<file path="src/rtl/conv_window_buffer.sv">
// Sliding 3x3 window generator: pops raster-order pixels from a one-cycle-latency FIFO,
// keeps two line buffers and presents each full neighbourhood over valid/ready.
module conv_window_buffer #(
  parameter int unsigned IMG_W  = 28,
  parameter int unsigned IMG_H  = 28,
  parameter int unsigned DATA_W = 8
) (
  input  logic                     i_sys_clk,
  input  logic                     i_rst,
  input  logic                     i_feature_valid,
  input  logic [DATA_W-1:0]        i_feature,
  output logic                     o_rd_en,
  output logic [9*DATA_W-1:0]      o_window,
  output logic                     o_window_valid,
  input  logic                     i_window_ready,
  output logic [$clog2(IMG_H)-1:0] o_row,
  output logic [$clog2(IMG_W)-1:0] o_col,
  output logic                     o_frame_done
);

  localparam int unsigned RowW = $clog2(IMG_H);
  localparam int unsigned ColW = $clog2(IMG_W);
  localparam logic [RowW-1:0] LastRow = RowW'(IMG_H - 1);
  localparam logic [ColW-1:0] LastCol = ColW'(IMG_W - 1);

  logic              rd_pend_q, rd_pend_d;
  logic              skid_full_q, skid_full_d;
  logic [DATA_W-1:0] skid_q, skid_d;
  logic [RowW-1:0]   row_q, row_d;
  logic [ColW-1:0]   col_q, col_d;
  logic [RowW-1:0]   win_row_q, win_row_d;
  logic [ColW-1:0]   win_col_q, win_col_d;
  logic              win_valid_q, win_valid_d;
  logic              frame_done_q, frame_done_d;
  // Taps in row-major order: index 0 is top-left, index 8 is bottom-right.
  logic [DATA_W-1:0] win_q [9];
  logic [DATA_W-1:0] win_d [9];

  // lb1 holds the older of the two buffered rows.
  logic [DATA_W-1:0] lb0_q [IMG_W];
  logic [DATA_W-1:0] lb1_q [IMG_W];
  logic [DATA_W-1:0] lb0_rd, lb1_rd;

  logic              accept;
  logic              consume;
  logic [DATA_W-1:0] pix;

  always_comb begin
    accept  = ~win_valid_q | i_window_ready;
    o_rd_en = i_feature_valid & accept & ~skid_full_q & ~i_rst;
    consume = accept & (skid_full_q | rd_pend_q);
    pix     = skid_full_q ? skid_q : i_feature;
    lb0_rd  = lb0_q[col_q];
    lb1_rd  = lb1_q[col_q];
  end

  always_comb begin
    rd_pend_d    = o_rd_en;
    skid_full_d  = skid_full_q;
    skid_d       = skid_q;
    row_d        = row_q;
    col_d        = col_q;
    win_row_d    = win_row_q;
    win_col_d    = win_col_q;
    win_valid_d  = win_valid_q;
    frame_done_d = 1'b0;
    win_d        = win_q;

    // A pixel landing while the consumer is stalled is parked in the skid.
    if (rd_pend_q && !accept) begin
      skid_full_d = 1'b1;
      skid_d      = i_feature;
    end else if (consume && skid_full_q) begin
      skid_full_d = 1'b0;
    end

    if (consume) begin
      for (int r = 0; r < 3; r++) begin
        win_d[3*r]     = win_q[3*r+1];
        win_d[3*r + 1] = win_q[3*r+2];
      end
      win_d[2]    = lb1_rd;
      win_d[5]    = lb0_rd;
      win_d[8]    = pix;
      win_row_d   = row_q;
      win_col_d   = col_q;
      win_valid_d = (row_q >= RowW'(2)) && (col_q >= ColW'(2));
      if (col_q == LastCol) begin
        col_d = '0;
        if (row_q == LastRow) begin
          row_d        = '0;
          frame_done_d = 1'b1;
        end else begin
          row_d = row_q + RowW'(1);
        end
      end else begin
        col_d = col_q + ColW'(1);
      end
    end else if (i_window_ready) begin
      win_valid_d = 1'b0;
    end
  end

  always_ff @(posedge i_sys_clk) begin
    if (i_rst) begin
      rd_pend_q    <= 1'b0;
      skid_full_q  <= 1'b0;
      skid_q       <= '0;
      row_q        <= '0;
      col_q        <= '0;
      win_row_q    <= '0;
      win_col_q    <= '0;
      win_valid_q  <= 1'b0;
      frame_done_q <= 1'b0;
      for (int i = 0; i < 9; i++) begin
        win_q[i] <= '0;
      end
    end else begin
      rd_pend_q    <= rd_pend_d;
      skid_full_q  <= skid_full_d;
      skid_q       <= skid_d;
      row_q        <= row_d;
      col_q        <= col_d;
      win_row_q    <= win_row_d;
      win_col_q    <= win_col_d;
      win_valid_q  <= win_valid_d;
      frame_done_q <= frame_done_d;
      win_q        <= win_d;
    end
  end

  // Line-buffer contents need no reset; stale columns are masked by the valid rule.
  always_ff @(posedge i_sys_clk) begin
    if (consume) begin
      lb1_q[col_q] <= lb0_rd;
      lb0_q[col_q] <= pix;
    end
  end

  always_comb begin
    o_window = '0;
    for (int i = 0; i < 9; i++) begin
      o_window[(8-i)*DATA_W +: DATA_W] = win_q[i];
    end
  end

  assign o_window_valid = win_valid_q;
  assign o_row          = win_row_q;
  assign o_col          = win_col_q;
  assign o_frame_done   = frame_done_q;

  // Only one pop is ever outstanding, so a new arrival can never meet a full skid.
  skid_no_overflow_a : assert property (@(posedge i_sys_clk) disable iff (i_rst)
    !(rd_pend_q && skid_full_q));

endmodule

</file>
<file path="config.mk">
export PLATFORM = sky130hd
export DESIGN_NAME = conv_window_buffer
export DESIGN_NICKNAME = d
export VERILOG_FILES = /design/src/rtl/conv_window_buffer.sv
export SDC_FILE = /design/constraint.sdc
export NUM_CORES = 1
export LEC_CHECK = 0
export ABC_AREA = 1
export ABC_CLOCK_PERIOD_IN_PS = 6200
export BUFFER_PORTS_ARGS = -buffer_cell sky130_fd_sc_hd__buf_2
export CAP_MARGIN = 20
export CORE_UTILIZATION = 40
export CTS_BUF_LIST = sky130_fd_sc_hd__clkbuf_8
export CTS_CLUSTER_DIAMETER = 100
export DETAILED_ROUTE_END_ITERATION = 6
export GPL_TIMING_DRIVEN = 0
export SLEW_MARGIN = 40
export SYNTH_ARGS = -nofsm -noshare
export SYNTH_HDL_FRONTEND = slang
export SYNTH_SLANG_ARGS = --single-unit
</file>
<file path="constraint.sdc">
create_clock -name i_sys_clk -period 6.2 [get_ports i_sys_clk]
set_clock_uncertainty 0.1 [all_clocks]
set_input_delay 1.24 -clock i_sys_clk [delete_from_list [all_inputs] [get_ports i_sys_clk]]
set_output_delay 1.24 -clock i_sys_clk [all_outputs]
set_load 0.05 [all_outputs]
</file>
# Yosys cells after proc, flatten, opt, wreduce, memory -nomap -nowiden
# Memories as Yosys holds them, arrays and structs flattened. A register that Yosys moved wholly into a read port is not among the register bits.
# Cells that the tools add are included.
[totals]
ram_bits = 448
regBits = 96
mem_count = 2
out_inout_bits = 85
input_bits = 12
[classes]
n_bitwise = 11
order_cmp = 2
eq_ne = 2
reduce_logical = 8
muxes = 12
n_addsub = 2
[mem_list]
columns = ["memory", "words", "word_bits", "rd", "rd_ports_with_merged_regs", "wr", "line", "text"]
rows = [
  ["lb0_q", 28, 8, 1, 1, 1, "40", "logic [DATA_W-1:0] lb0_q [IMG_W];"],
  ["lb1_q", 28, 8, 1, 1, 1, "41", "logic [DATA_W-1:0] lb1_q [IMG_W];"],
]
[ops]
columns = ["op", "count"]
rows = [
  ["5-bit two-way mux", 4],
  ["5-bit by 1-bit adder with 5-bit output (second input constant)", 2],
  ["5-bit == test (second input constant)", 2],
  ["5-bit by 2-bit >= comparator with 1-bit output (second input constant)", 2],
  ["8-bit two-way mux", 1],
  ["1-bit two-way mux", 7],
  ["1-bit inverter", 5],
  ["1-bit bitwise AND", 4],
  ["2-bit nonzero test", 2],
  ["1-bit logical AND", 3],
  ["3-bit OR reduction", 1],
  ["1-bit bitwise OR", 2],
  ["2-bit AND reduction", 1],
  ["1-bit zero test", 1],
]

# Longest topological paths before layout
[depth]
ltp_word = 6
ltp_mapped = 13
ltp_nobuf = 11

# Least setup slack after synthesis
# No wires, ideal clock.
[synth_path]
kind = "input-to-output"
startpoint = "in i_rst"
endpoint = "out o_rd_en"
n_path_buf = 2
t_arrival_ps = 2499
cell_stages = 5
path_slack_ps = 2361
cell_sequence = "buf_2 inv_2 clkbuf_1 nand3_1 nor2_1"
[synth_via]
elab_chain_len = 2
[synth_rtl]
columns = ["element", "line", "text"]
rows = [
  ["start: declaration", "9", "input logic i_rst,"],
  ["1-bit inverter", "50", "o_rd_en = i_feature_valid & accept & ~skid_full_q & ~i_rst;"],
  ["1-bit bitwise AND", "50", ""],
  ["end: declaration", "12", "output logic o_rd_en,"],
]
# Every way passes these cells.

# Final worst setup path
# Same ends and word-level chain as after synthesis.

==> metrics.txt <==
residual antenna-violating net count after detailed routing=0; H-Tree Level Count=3; total power after layout=between 0.007 and 0.008 W; Setup crit end=o_rd_en; main area contributors after synthesis=edfxtp_1, dfxtp_1, nand2_1, nand3_1, inv_1; violation count after the first detailed-routing iteration=1491; Worst path max stage delay=0.54 ns; CTS clk-pin slew, worst paths=0.06 ns; Cell Rows=86; synthesized netlist cell count=2162; Primary FF master, synth=edfxtp_1; most frequent cell after synthesis=nand2_1; count of unresolved DRC violations after routing=0; CP bufs+invs=4; total clock sinks=~560; total number of yosys warnings=0; CP startpoint kind=input port; fraction of final layout cells with drive strength greater than 1=15.4%; top cell type's share of synthesized area=59.4%; number of library cell types mapped by synthesis=30; data arrival at the endpoint of the critical path=2.69 ns; EDFF count, synth=between 400 and 500; maximum fanout count along the critical path=10; worst reg2reg path endpoint=lb0_q[22][0]; core footprint=0.0555 mm^2; Setup CP Type=input port to output port; RSZ-0062 raised after global routing=no; cell repeated most along the worst path=buf_2; root buf cell=clkbuf_8; share of the clock period used by the worst path after layout=65.1%; crit path cell chain=buf_2 > inv_2 > clkbuf_1 > nand3_1 > nor2_1 > buf_2; number of antenna violations at the first check in global routing=0; Leakage Power=10.7 nW; count of vias placed by the detailed router=16.6k; count of final setup violators=0; routability-driven placement congestion ratio=0.918; number of storage elements in the synthesis netlist=557; Worst Hold Slack=0.363 ns; path depth of the worst reg2reg path=8; drt wl/cell=20.9 um; total of hold buffers inserted after clock tree synthesis=0; largest buffer count on any clock path=3; DIE AREA=0.0575 mm^2; post-synthesis net count=2181; post-route minimum period=4.03 ns; drt first pass iters=7; Placed Instance Area=between 0.02 and 0.025 mm^2; pin count of the biggest net entering global routing=29; critical path required time=between 4 and 5 ns; sum of negative setup slack=0 ns; normalized max-slew margin=45.9%; antenna cells=0; share of the core filled with cells in the final layout=47.9%; startpoint of the worst-slack reg-to-reg timing path=col_q[0]; cell area after technology mapping=approximately 0.023 mm^2; HPWL after detailed placement=46.4 mm; outcome=complete, no violations; grt total ovfl=0; Final Hold Fails=0; Net count, final=2402; x dimension of the die=~240 um; Yosys top cell by area=edfxtp_1; Post-synth top cells=nand2_1, edfxtp_1, inv_1, nand3_1, nor2_1; Clk Latency, worst-skew pair=0.67 ns; number of buffers added by the clock tree synthesis step=89; Critical Path Sink Type=output port; Synth-to-Final Area Change=17.6%; origin of the worst setup path=i_rst; Worst path depth=6; Tightest Hold Check Type=flip-flop to flip-flop; global-route wire length before repair=slightly below 100 mm; number of global-route vias before repair=about 16k; initial core utilization=40.8%; die height=240 um; post-CTS resize count=0; Avg Synthesized Cell Area=10.5 um^2; Post CTS Setup Buffer Count=0; mean number of vias per cell=5.19; worst vdd ir=~0.21 mV; final-report max-slew violation count=0; count of port buffers added during placement=95; Tot GR Track Use=between 20% and 30%; pin slew with the least headroom to its limit=0.811 ns; peak clock frequency supported by timing=0.248 GHz; PD cells=297 mW/mm^2; gate family responsible for the most delay along the worst path=buffers and inverters; TritonCTS clock tree=yes; final wirelength=67.0 mm; share of flip-flops with an asynchronous set or reset after synthesis=0%; Reg2Reg Setup Slack=3.26 ns; CP max-delay cell=clkbuf_1; share of the yosys chip area belonging to registers=69.1%; MaxCap Viol Count=0; number of top-level pins=between 90 and 100; post-layout instance area=0.0266 mm^2
-- flip-flops by register name, indices dropped and copies added, names as in the netlist, named ones only --
signal	flops
col_q	5
lb0_q	224
lb1_q	224
o_col	5
o_frame_done	1
o_row	5
o_window	72
o_window_valid	1
rd_pend_q	1
row_q	5
skid_full_q	1
skid_q	8
-- worst min-delay path, stage by stage, from the launching register on --
cell and delay, ns:
dfxtp_1 0.31, nand2_1 0.06, a21oi_1 0.05
-- metal layers --
layer	part of all wire, %	wire [um]	global-route usage, %
met5	0	0	0
met4	3.9	2610	9.59
met3	7.8	5240	4.29
met2	47	31400	37.5
met1	41	27700	31.2
-- how the worst min path moves through the flow --
stage | to | slack (ns) | start | cells past startpoint
final | o_col[2] | 0.36 | o_col[2] | 2
after global routing | o_col[2] | 0.38 | o_col[2] | 2
after CTS | o_col[2] | 0.36 | o_col[2] | 2
after detailed placement | o_col[2] | 0.35 | o_col[2] | 2
after global placement | skid_q[6] | 0.34 | skid_q[6] | 2
after floorplan | skid_q[0] | 0.32 | skid_q[0] | 2
-- logic make-up after synthesis --
group	Yosys count	share of synthesized area (%)
DFF	557	69.1
buffers and inverters	335	6.20
adders and majority gates	7	0.387
AOI/OAI and AO/OA	279	6.42
xor gates and xnor gates	3	0.116
and+or+nand+nor	981	17.8
-- placed cells by master, fill, tap and decap left out, drive strengths merged, types with 5 or more instances in the layout --
cell type	instances
ha	7
edfxtp	448
dfxtp	109
o21ai	172
nand2	558
buf	210
clkinv	29
nor3	5
nand3	207
o22ai	14
clkbuf	135
inv	247
nor2	204
a21oi	79
o211ai	12
-- through the flow --
stage | worst slack, ns | instances
after floorplan | 2.36 | 2162
after global placement | 1.54 | 3005
after detailed placement | 2.18 | 3040
after CTS | 2.18 | 3203
after global routing | 2.04 | 3203
final | 2.17 | 3203
-- power by group --
| part | total [W] | switching [W] | internal (W) |
|---|---|---|---|
| clock network | 0.00299 | 0.00146 | 0.00153 |
| logic | 0.000756 | 0.000586 | 0.000170 |
| registers | 0.00416 | 0.0000300 | 0.00413 |
| total | 0.00790 | 0.00208 | 0.00582 |
-- final cells by class --
type	instances	area, um^2
inverters	214	803
flip-flops and latches	557	15600
repair buffers	130	1070
well taps	748	936
plain buffers	121	599
multi-input cells	1270	5910
clock buffers	94	1290
fillers	5129	28900
clock inverters	69	370
No activity file was read; power rests on OpenSTA's default activity.
